### src/rtl/s3g_host_link_pkg.sv
// Shared S3G framing constants, FSM state types and the byte-wise CRC-8 step.
// The CRC is the reflected 0x31 polynomial (0x8C shifted right), zero initial value.
package s3g_host_link_pkg;

    localparam logic [7:0] S3G_START       = 8'hD5;
    localparam int         S3G_MAX_PAYLOAD = 32;

    typedef enum logic [2:0] {
        T_IDLE  = 3'd0,
        T_START = 3'd1,
        T_LEN   = 3'd2,
        T_DATA  = 3'd3,
        T_CRC   = 3'd4
    } tx_state_t;

    typedef enum logic [1:0] {
        R_HUNT = 2'd0,
        R_LEN  = 2'd1,
        R_DATA = 2'd2,
        R_CRC  = 2'd3
    } rx_state_t;

    function automatic logic [7:0] crc8_step(input logic [7:0] crc, input logic [7:0] d);
        logic [7:0] c;
        c = crc ^ d;
        for (int i = 0; i < 8; i++) begin
            c = c[0] ? ((c >> 1) ^ 8'h8C) : (c >> 1);
        end
        return c;
    endfunction

endpackage

### src/rtl/s3g_host_link_crc8.sv
// Running CRC-8 accumulator: synchronous clear at frame start, one byte per enable.
module s3g_host_link_crc8
    import s3g_host_link_pkg::*;
(
    input  logic       clk,
    input  logic       rst_n,
    input  logic       clr,
    input  logic       en,
    input  logic [7:0] din,
    output logic [7:0] crc
);

    logic [7:0] crc_r;

    // CRC accumulator register
    always_ff @(posedge clk or negedge rst_n) begin
        if (!rst_n) begin
            crc_r <= 8'h00;
        end else if (clr) begin
            crc_r <= 8'h00;
        end else if (en) begin
            crc_r <= crc8_step(crc_r, din);
        end else begin
            crc_r <= crc_r;
        end
    end

    assign crc = crc_r;

endmodule

### src/rtl/s3g_host_link.sv
// Host-side S3G link: frames the TX payload as D5,len,payload,crc8 and
// hunts/buffers/checks the reply with a response timeout.
module s3g_host_link
    import s3g_host_link_pkg::*;
#(
    parameter int MAX_PAYLOAD    = S3G_MAX_PAYLOAD,
    parameter int ADDR_W         = 5,
    parameter int TIMEOUT_CYCLES = 200000
) (
    input  logic              clk,
    input  logic              rst_n,
    input  logic [7:0]        pl_data,
    input  logic              pl_wr,
    output logic [7:0]        pl_count,
    output logic              pl_ovf,
    input  logic              send,
    output logic              busy,
    output logic [7:0]        tx_data,
    output logic              tx_wr,
    input  logic              tx_done,
    input  logic [7:0]        rx_data,
    input  logic              rx_done,
    input  logic [ADDR_W-1:0] rsp_addr,
    output logic [7:0]        rsp_rdata,
    output logic [7:0]        rsp_len,
    output logic              rsp_valid,
    output logic              rsp_crc_err,
    output logic              rsp_timeout
);

    localparam int            DEPTH    = 1 << ADDR_W;
    localparam int            TW       = $clog2(TIMEOUT_CYCLES + 1);
    localparam logic [7:0]    MAX_LEN  = 8'(MAX_PAYLOAD);
    localparam logic [TW-1:0] TMO_LAST = TW'(TIMEOUT_CYCLES - 1);

    tx_state_t     tx_state_r;
    rx_state_t     rx_state_r;
    logic [7:0]    tx_buf [0:DEPTH-1];
    logic [7:0]    rx_buf [0:DEPTH-1];
    logic [7:0]    pl_count_r, tx_idx_r, rx_idx_r, tx_data_r, rsp_len_r, rsp_rdata_r;
    logic          pl_ovf_r, busy_r, tx_wr_r, rsp_valid_r, rsp_crc_err_r, rsp_timeout_r;
    logic          rsp_ok_r, armed_r;
    logic [TW-1:0] timer_r;
    logic [7:0]    tx_crc_s, rx_crc_s, tx_byte_s;
    logic          send_ok_s, pl_wr_ok_s, tx_end_s, tx_crc_en_s, tmo_s;
    logic          rx_frame_s, rx_len_ok_s, rx_crc_en_s;

    // Acceptance and event decode shared by the TX, buffer and RX/timer blocks
    always_comb begin
        send_ok_s   = send && !busy_r && (pl_count_r != 8'd0);
        pl_wr_ok_s  = pl_wr && !send && !busy_r && (pl_count_r != MAX_LEN);
        tx_end_s    = (tx_state_r == T_CRC) && tx_done;
        tx_byte_s   = tx_buf[tx_idx_r[ADDR_W-1:0]];
        tmo_s       = armed_r && !rx_done && (timer_r == TMO_LAST);
        rx_frame_s  = rx_done && (rx_state_r == R_CRC) && !tx_end_s;
        rx_len_ok_s = rx_done && (rx_state_r == R_LEN) && !tx_end_s &&
                      (rx_data != 8'd0) && (rx_data <= MAX_LEN);
        rx_crc_en_s = rx_done && (rx_state_r == R_DATA) && !tx_end_s;
        if (tx_done && ((tx_state_r == T_LEN) ||
                        ((tx_state_r == T_DATA) && (tx_idx_r != pl_count_r)))) begin
            tx_crc_en_s = 1'b1;
        end else begin
            tx_crc_en_s = 1'b0;
        end
    end

    s3g_host_link_crc8 u_tx_crc (
        .clk(clk), .rst_n(rst_n), .clr(send_ok_s), .en(tx_crc_en_s),
        .din(tx_byte_s), .crc(tx_crc_s)
    );

    s3g_host_link_crc8 u_rx_crc (
        .clk(clk), .rst_n(rst_n), .clr(rx_len_ok_s), .en(rx_crc_en_s),
        .din(rx_data), .crc(rx_crc_s)
    );

    // TX payload buffer
    always_ff @(posedge clk) begin
        if (pl_wr_ok_s) begin
            tx_buf[pl_count_r[ADDR_W-1:0]] <= pl_data;
        end
    end

    // Reply payload buffer
    always_ff @(posedge clk) begin
        if (rx_crc_en_s) begin
            rx_buf[rx_idx_r[ADDR_W-1:0]] <= rx_data;
        end
    end

    // TX framing FSM: one tx_wr on entry to each byte state, advance after tx_done
    always_ff @(posedge clk or negedge rst_n) begin
        if (!rst_n) begin
            tx_state_r <= T_IDLE;
            tx_wr_r    <= 1'b0;
            tx_data_r  <= 8'h00;
            tx_idx_r   <= 8'd0;
        end else begin
            tx_wr_r <= 1'b0;
            case (tx_state_r)
                T_IDLE: begin
                    if (send_ok_s) begin
                        tx_state_r <= T_START;
                        tx_wr_r    <= 1'b1;
                        tx_data_r  <= S3G_START;
                        tx_idx_r   <= 8'd0;
                    end
                end
                T_START: begin
                    if (tx_done) begin
                        tx_state_r <= T_LEN;
                        tx_wr_r    <= 1'b1;
                        tx_data_r  <= pl_count_r;
                    end
                end
                T_LEN: begin
                    if (tx_done) begin
                        tx_state_r <= T_DATA;
                        tx_wr_r    <= 1'b1;
                        tx_data_r  <= tx_byte_s;
                        tx_idx_r   <= tx_idx_r + 8'd1;
                    end
                end
                T_DATA: begin
                    if (tx_done) begin
                        tx_wr_r <= 1'b1;
                        if (tx_idx_r == pl_count_r) begin
                            tx_state_r <= T_CRC;
                            tx_data_r  <= tx_crc_s;
                        end else begin
                            tx_data_r <= tx_byte_s;
                            tx_idx_r  <= tx_idx_r + 8'd1;
                        end
                    end
                end
                T_CRC: begin
                    if (tx_done) begin
                        tx_state_r <= T_IDLE;
                    end
                end
                default: begin
                    tx_state_r <= T_IDLE;
                end
            endcase
        end
    end

    // Payload count, overflow flag and busy tracking
    always_ff @(posedge clk or negedge rst_n) begin
        if (!rst_n) begin
            pl_count_r <= 8'd0;
            pl_ovf_r   <= 1'b0;
            busy_r     <= 1'b0;
        end else begin
            if (tx_end_s) begin
                pl_count_r <= 8'd0;
            end else if (pl_wr_ok_s) begin
                pl_count_r <= pl_count_r + 8'd1;
            end
            if (send_ok_s) begin
                pl_ovf_r <= 1'b0;
            end else if (pl_wr && !send && (pl_count_r == MAX_LEN)) begin
                pl_ovf_r <= 1'b1;
            end
            if (send_ok_s) begin
                busy_r <= 1'b1;
            end else if (armed_r && (tmo_s || rx_frame_s)) begin
                busy_r <= 1'b0;
            end
        end
    end

    // Reply parser and response timer; end of TX and expiry both re-hunt
    always_ff @(posedge clk or negedge rst_n) begin
        if (!rst_n) begin
            rx_state_r    <= R_HUNT;
            rx_idx_r      <= 8'd0;
            rsp_len_r     <= 8'd0;
            rsp_valid_r   <= 1'b0;
            rsp_crc_err_r <= 1'b0;
            rsp_timeout_r <= 1'b0;
            rsp_ok_r      <= 1'b0;
            armed_r       <= 1'b0;
            timer_r       <= '0;
        end else begin
            rsp_valid_r   <= 1'b0;
            rsp_timeout_r <= 1'b0;
            if (tx_end_s) begin
                armed_r    <= 1'b1;
                timer_r    <= '0;
                rx_state_r <= R_HUNT;
            end else if (tmo_s) begin
                armed_r       <= 1'b0;
                rsp_timeout_r <= 1'b1;
                rx_state_r    <= R_HUNT;
            end else begin
                if (armed_r) begin
                    timer_r <= rx_done ? '0 : timer_r + TW'(1);
                end
                if (rx_done) begin
                    case (rx_state_r)
                        R_HUNT: begin
                            if (rx_data == S3G_START) begin
                                rx_state_r <= R_LEN;
                            end
                        end
                        R_LEN: begin
                            if (rx_len_ok_s) begin
                                rx_state_r <= R_DATA;
                                rsp_len_r  <= rx_data;
                                rx_idx_r   <= 8'd0;
                                rsp_ok_r   <= 1'b0;
                            end else begin
                                rx_state_r <= R_HUNT;
                            end
                        end
                        R_DATA: begin
                            rx_idx_r <= rx_idx_r + 8'd1;
                            if (rx_idx_r == (rsp_len_r - 8'd1)) begin
                                rx_state_r <= R_CRC;
                            end
                        end
                        R_CRC: begin
                            rsp_valid_r   <= 1'b1;
                            rsp_crc_err_r <= (rx_data != rx_crc_s);
                            rsp_ok_r      <= 1'b1;
                            armed_r       <= 1'b0;
                            rx_state_r    <= R_HUNT;
                        end
                        default: begin
                            rx_state_r <= R_HUNT;
                        end
                    endcase
                end
            end
            if (send_ok_s) begin
                rsp_ok_r <= 1'b0;
            end
        end
    end

    // Registered reply read port; reads 0 while the buffer is invalidated
    always_ff @(posedge clk or negedge rst_n) begin
        if (!rst_n) begin
            rsp_rdata_r <= 8'h00;
        end else if (rsp_ok_r) begin
            rsp_rdata_r <= rx_buf[rsp_addr];
        end else begin
            rsp_rdata_r <= 8'h00;
        end
    end

    assign pl_count    = pl_count_r;
    assign pl_ovf      = pl_ovf_r;
    assign busy        = busy_r;
    assign tx_data     = tx_data_r;
    assign tx_wr       = tx_wr_r;
    assign rsp_rdata   = rsp_rdata_r;
    assign rsp_len     = rsp_len_r;
    assign rsp_valid   = rsp_valid_r;
    assign rsp_crc_err = rsp_crc_err_r;
    assign rsp_timeout = rsp_timeout_r;

endmodule
### config.mk
export PLATFORM = sky130hd
export DESIGN_NAME = s3g_host_link
export DESIGN_NICKNAME = d
export VERILOG_FILES = /design/src/rtl/s3g_host_link_pkg.sv /design/src/rtl/s3g_host_link_crc8.sv /design/src/rtl/s3g_host_link.sv
export SDC_FILE = /design/constraint.sdc
export NUM_CORES = 1
export LEC_CHECK = 0
export BUFFER_PORTS_ARGS = -buffer_cell sky130_fd_sc_hd__buf_4
export CAP_MARGIN = 10
export CELL_PAD_IN_SITES_DETAIL_PLACEMENT = 1
export CELL_PAD_IN_SITES_GLOBAL_PLACEMENT = 2
export CORE_UTILIZATION = 40
export CTS_CLUSTER_DIAMETER = 200
export DETAILED_ROUTE_END_ITERATION = 8
export PLACE_DENSITY_LB_ADDON = 0.1
export SLEW_MARGIN = 20
export SYNTH_ARGS = -nofsm -noshare
export SYNTH_HDL_FRONTEND = slang
export SYNTH_SLANG_ARGS = --single-unit
### constraint.sdc
create_clock -name clk -period 3.1 [get_ports clk]
set_clock_uncertainty 0.05 [all_clocks]
set_input_delay 0.62 -clock clk [delete_from_list [all_inputs] [get_ports clk]]
set_output_delay 0.62 -clock clk [all_outputs]
set_load 0.005 [all_outputs]
* After elaboration in Yosys (flattened, before gate mapping)
Memories as Yosys holds them, arrays and structs flattened. Cells that the tools add are included.
Operators by class: reduce and logical (&&, ||, !) cells 54, order comparisons 1, eq/ne operators 29, $add $sub $neg 5, multiplexer cells 82, bitwise gates (word level) 20
Operators by type and width (count):
- 8-bit 2-to-1 mux | 33
- 18-bit 2-to-1 mux | 4
- 2-bit NOT with 3-bit output | 16
- 8-bit one-hot mux with 4 select lines | 1
- 1-bit 2-to-1 mux | 26
- 5-bit AND reduction | 5
- 8-bit by 1-bit adder with 8-bit output (second input constant) | 3
- 8-bit one-hot mux with 3 select lines | 1
- 1-bit logical AND | 20
- 2-bit != test (second input constant) | 10
- 18-bit by 1-bit adder with 18-bit output (second input constant) | 1
- 18-bit equality test (second input constant) | 1
- 3-bit 2-to-1 mux | 6
- 8-bit equality test | 2
- 8-bit != test | 2
- 8-bit one-hot mux with 2 select lines | 1
- 2-bit nonzero test | 8
- 8-bit nonzero test | 2
- 8-bit bitwise XOR | 2
- 3-bit one-hot mux with 5 select lines | 1
- 2-bit 2-to-1 mux | 6
- 3-bit nonzero test | 4
- 8-bit by 6-bit equality test with 1-bit output (second input constant) | 1
- 8-bit equality test (second input constant) | 1
- 25 further kinds | 34
Storage, ports and cells: bits in writable memories 512, memories kept 2, output and inout bits 38, register bits 95, logic and storage cells 212
Memories:
- rx_buf | words 32, bits a word 8, rd ports 1, clocked after Yosys merged registers in 0, wr ports 1, RTL line s3g_host_link.sv:39 | logic [7:0] rx_buf [0:DEPTH-1];
- tx_buf | words 32, bits a word 8, rd ports 1, clocked after Yosys merged registers in 0, wr ports 1, RTL line s3g_host_link.sv:38 | logic [7:0] tx_buf [0:DEPTH-1];

* Logic depth before layout (Yosys ltp)
An unclocked memory read counts as a cell.
word-level depth 20, depth in mapped cells 13, gate-level depth less buffers 10

* By module
A second synthesis with hierarchy kept.
Second synthesis, totals: cells, all modules 1450, area total of the unflattened synthesis 25283.0 um^2
By module, submodules not included:
- s3g_host_link | seq. area each 17351.6 um^2, times used 1, cells each 1348, area each 24101.9 um^2
- s3g_host_link_crc8 | seq. area each 200.2 um^2, times used 2, cells each 51, area each 590.6 um^2

* Worst setup path after synthesis
No wires, ideal clock.
kind flip-flop to flip-flop, from register tx_idx_r[1], to register u_tx_crc.crc_r[0], in the netlist u_tx_crc.crc[0], data required time 2973 ps, data arrival time 3013 ps, library setup time 77 ps, stages on the path, launching flop included 13, slack -40 ps, cells stage by stage dfrtp_1 -> clkbuf_1 -> buf_2 -> buf_2 -> buf_2 -> mux4_2 -> mux4_2 -> mux2i_1 -> xor2_1 -> xor2_1 -> xor2_1 -> nand2_1 -> a21oi_1
Between the ends: word-level cells in the longest chain between the ends 15, elaborated cells on any way between the ends 23, classes of those cells eq/ne: 1; mux: 11; bitwise: 6; reduce/logical: 4; memory: 1
Ends and longest elaborated chain:
- start, declared | RTL line s3g_host_link.sv:40 | logic [7:0] pl_count_r, tx_idx_r, rx_idx_r, tx_data_r, rsp_len_r, rsp_rdata_r;
- start signal, assigned | RTL line s3g_host_link.sv:121 | tx_idx_r <= tx_idx_r + 8'd1;
- start signal, assigned | RTL line s3g_host_link.sv:132 | tx_idx_r <= tx_idx_r + 8'd1;
- memory 32 x 8 bit
- 8-bit bitwise XOR | RTL line s3g_host_link_pkg.sv:25 | c = crc ^ d;
- 2-bit NOT with 3-bit output (no source line)
- 8-bit 2-to-1 mux | RTL line s3g_host_link_pkg.sv:27 | c = c[0] ? ((c >> 1) ^ 8'h8C) : (c >> 1);
- 2-bit NOT with 3-bit output (no source line)
- 8-bit 2-to-1 mux (4 in series) | RTL line s3g_host_link_pkg.sv:27
- 2-bit NOT with 3-bit output (no source line)
- 8-bit 2-to-1 mux (3 in series) | RTL line s3g_host_link_pkg.sv:27
- 8-bit 2-to-1 mux | RTL line s3g_host_link_crc8.sv:21 | end else if (en) begin
- 8-bit 2-to-1 mux | RTL line s3g_host_link_crc8.sv:19 | end else if (clr) begin
- end signal, assigned | RTL line s3g_host_link_crc8.sv:22 | crc_r <= crc8_step(crc_r, din);
- end signal, assigned | RTL line s3g_host_link_crc8.sv:24 | crc_r <= crc_r;
- end, declared | RTL line s3g_host_link_crc8.sv:13 | logic [7:0] crc_r;
Parallel ways exist; a longest one is shown, timed or not. The select of a mux whose other input is x is not followed. A chain may end at the register's enable or synchronous reset.

* Final worst setup path
from register tx_idx_r[0], to register u_tx_crc.crc_r[6], in the netlist u_tx_crc.crc[6]
Between the ends: word-level cells in the longest chain between the ends 14, elaborated cells on any way between the ends 21, classes of those cells eq/ne: 1; mux: 11; bitwise: 4; reduce/logical: 4; memory: 1
Ends and longest elaborated chain (RTL line):
- memory 32 x 8 bit
- 8-bit bitwise XOR | s3g_host_link_pkg.sv:25
- 8-bit 2-to-1 mux (2 in series) | s3g_host_link_pkg.sv:27
- 2-bit NOT with 3-bit output (no source line)
- 8-bit 2-to-1 mux | s3g_host_link_pkg.sv:27
- 2-bit NOT with 3-bit output (no source line)
- 8-bit 2-to-1 mux (5 in series) | s3g_host_link_pkg.sv:27
- 8-bit 2-to-1 mux | s3g_host_link_crc8.sv:21
- 8-bit 2-to-1 mux | s3g_host_link_crc8.sv:19
Parallel ways exist; a longest one is shown, timed or not. The select of a mux whose other input is x is not followed.

==> results.toml <==
[logic_synthesis]
syn-num-nets = 1452
ys_ff_latch = 607
synth.top_cell.area_share = 0.615
async_flop_share = 0.157
avgSynthCellArea_sq_um = 17.7
synth.distinct_cells = 61
syn_inst = 1414
synth_area_sq_um = 25000
yosys_warnings = 0
synth_edf_count = 512
synthFlopType = "edfxtp_1"
yosys.area.top_type = "edfxtp_1"
seq_area_frac_synth = 0.711
synth_area_leaders = "edfxtp_1 62%, mux4_2 13%, dfrtp_1 9.5%"

[flow_run]
maxCapViolCount = 0

[setup_path]
cp_max_fo = 5
cp.arrival_ns = 3.63
worst-setup-path-type = "flip-flop to flip-flop"
start_kind = "flip-flop"
cp_data_required_time_ns = 3.58
cp-end-kind = "flip-flop"

[power]
internal_power_mw = 17.3
sequentialPowerShare = 0.394
power.leakage_nw = 10.3
vdd_drop_max_uv = 560
switching_share = 0.289
p_comb_frac = 0.287
power_switching_mw = 7.04
power_frac_clock = 0.320
p_per_area_nw_per_um2 = 819

[placed_design]
io_buffers = 64
place_hpwl_microns = 42400
globalplace.congestion = 0.792
placed_area_sq_um = 27400
dp_cells = 2391

[clock_network]
cts_buffers = 68
clock_path_buffers = 3
clk_pin_slew_worst_paths_ns = 0.06
cts_tree = "built"
htreeDepth = 3
cts.sinks = 607
clock_latency_ns = 0.60
root_buffer = "clkbuf_16"

[status]
violations = "setup timing"
status = "finished with violations"

[timing]
worst_pin_slew_ns = 1.06
fin_ws_ns = -0.0498
period_share = 1.02
drv_slew = 0
period_needed_ns = 3.15
rsz0062_at_grt = "yes"
max_freq_mhz = 317
finalHoldViolCount = 0
relSlewSlack = 0.292
finalSetupViolCount = 2

[cells_and_area]
fin_cells = 2517
nets = 1670
n_antenna_cell = 0
final_area_sq_um = 29800
final_common_cell = "edfxtp_1"
area_growth_pct = 19.2
final_cell_mix = "512 x edfxtp_1, 193 x buf_4, 142 x mux4_2"
drive_above_1_share = 0.293

[global_route]
grt_pass1_wl_microns = 95500
track_usage = 0.208
grt_pass1_vias = 14200
antenna_found_initial = 1
overflow = 0
grt_max_degree = 40

[floorplan]
start_util = 0.405
core_region_area_sq_um = 61700
num_rows = 91
io_pins = 65
dieArea_sq_um = 63500
die_h_microns = 252
fp.dieW_microns = 252

[route]
drtPass1Iterations = 4
drc = 0
wl_per_cell_microns = 25.8
first_iter_violations = 860
viasPerCell = 5.30
vias = 13300
totalWireLength_microns = 64800
antenna_left = 0

[hold_path]
hp-class = "primary input to flip-flop"
-- final timing paths --
kind                       slack [ns]               to  cells past startpoint        start
hold reg to reg                  0.45      rsp_crc_err                      2  rsp_crc_err
setup / recovery                -0.05  u_tx_crc.crc[6]                      9  tx_idx_r[0]
setup reg to reg                -0.05  u_tx_crc.crc[6]                      9  tx_idx_r[0]
min in group asynchronous        0.49      rx_idx_r[4]                      2        rst_n
hold / removal                   0.19           pl_ovf                      2         send
max in group asynchronous        1.76      pl_count[3]                      3        rst_n
-- cells in the mapped netlist (15+ instances only) --
master    number
nor2_1       141
edfxtp_1     512
mux2i_1       30
nand4_1       15
nand2_1       68
mux4_2       142
xor2_1        40
dfrtp_1       95
clkbuf_1      35
o21ai_0       31
inv_1         19
nand3_1       16
nor2b_1       15
a21oi_1       21
xnor2_1       47
-- per-layer routing --
metal | track usage | up-vias | share of wire
met5 | 0 | - | 0
met4 | 0.0656 | 0 | 0.022
met3 | 0.0318 | 77 | 0.035
met2 | 0.352 | 234 | 0.51
met1 | 0.277 | 7030 | 0.43
li1 | - | 5996 | -
-- worst max-delay path, cell delays in order, from the launching register on --
cell       delay, ns
dfrtp_4         0.49
clkbuf_16       0.18
mux4_2          0.50
mux4_2          0.53
mux2i_4         0.22
xor2_2          0.20
xor2_1          0.18
xnor3_1         0.25
or3_1           0.31
a21oi_1         0.14
-- power by group through the flow --
stage                     sequential (mW)  combinational, mW  clock [mW]
after floorplan                      9.55               4.17           0
after global placement               9.77               6.50           0
after detailed placement             9.76               6.59           0
after CTS                            9.59               6.92        8.01
after global routing                 9.63               7.52        8.28
final                                9.60               6.99        7.79
-- metrics by stage --
step	setup slack, ns	power, mW	setup TNS (ns)	hold WS [ns]	util
global placement	-0.120	16.3	-0.373	0.431	0.445
finish	-0.0498	24.4	-0.0541	0.188	0.483
global route	-0.177	25.4	-0.864	0.178	0.483
floorplan	0.00985	13.7	0	0.274	-
CTS	-0.0421	24.5	-0.0799	0.158	0.481
detailed placement	-0.125	16.4	-0.505	0.437	0.445
-- timing repair --
action,4_1_cts,5_1_grt
pin swaps,3,6
setup buffers,4,2
gates cloned,0,1
endpoints found under the hold margin,27,0
hold buffers,1,0
resized for setup,16,15
setup endpoints to repair,8,26
-- flip-flops by register name, indices dropped and copies added (netlist names) --
| name | count |
|---|---|
| armed_r | 1 |
| busy | 1 |
| pl_count | 8 |
| pl_ovf | 1 |
| rsp_crc_err | 1 |
| rsp_len | 8 |
| rsp_ok_r | 1 |
| rsp_rdata | 8 |
| rsp_timeout | 1 |
| rsp_valid | 1 |
| rx_buf | 256 |
| rx_idx_r | 8 |
| rx_state_r | 2 |
| timer_r | 18 |
| tx_buf | 256 |
| tx_data | 8 |
| tx_idx_r | 8 |
| tx_state_r | 3 |
| tx_wr | 1 |
| u_rx_crc.crc | 8 |
| u_tx_crc.crc | 8 |
-- cells by family (layout without fill, tap and decap cells) --
logic type	Yosys count	in the layout	synth area share
flops	607	607	0.711
compound gates	118	118	0.0308
simple gates	320	320	0.0599
xor+xnor	90	90	0.0332
buf+inv	84	350	0.0146
mux	184	184	0.145
fa+ha+maj	11	11	0.00551
-- area by class of cell --
class / count / area, sq um
tap: 837 / 1050
inverter: 20 / 75.1
clock buffer: 84 / 1770
fill: 5892 / 31900
sequential: 607 / 17800
multi-input combinational: 723 / 6990
timing repair buffer: 212 / 1790
clock inverter: 34 / 345
(Power assumes the default switching activity.)
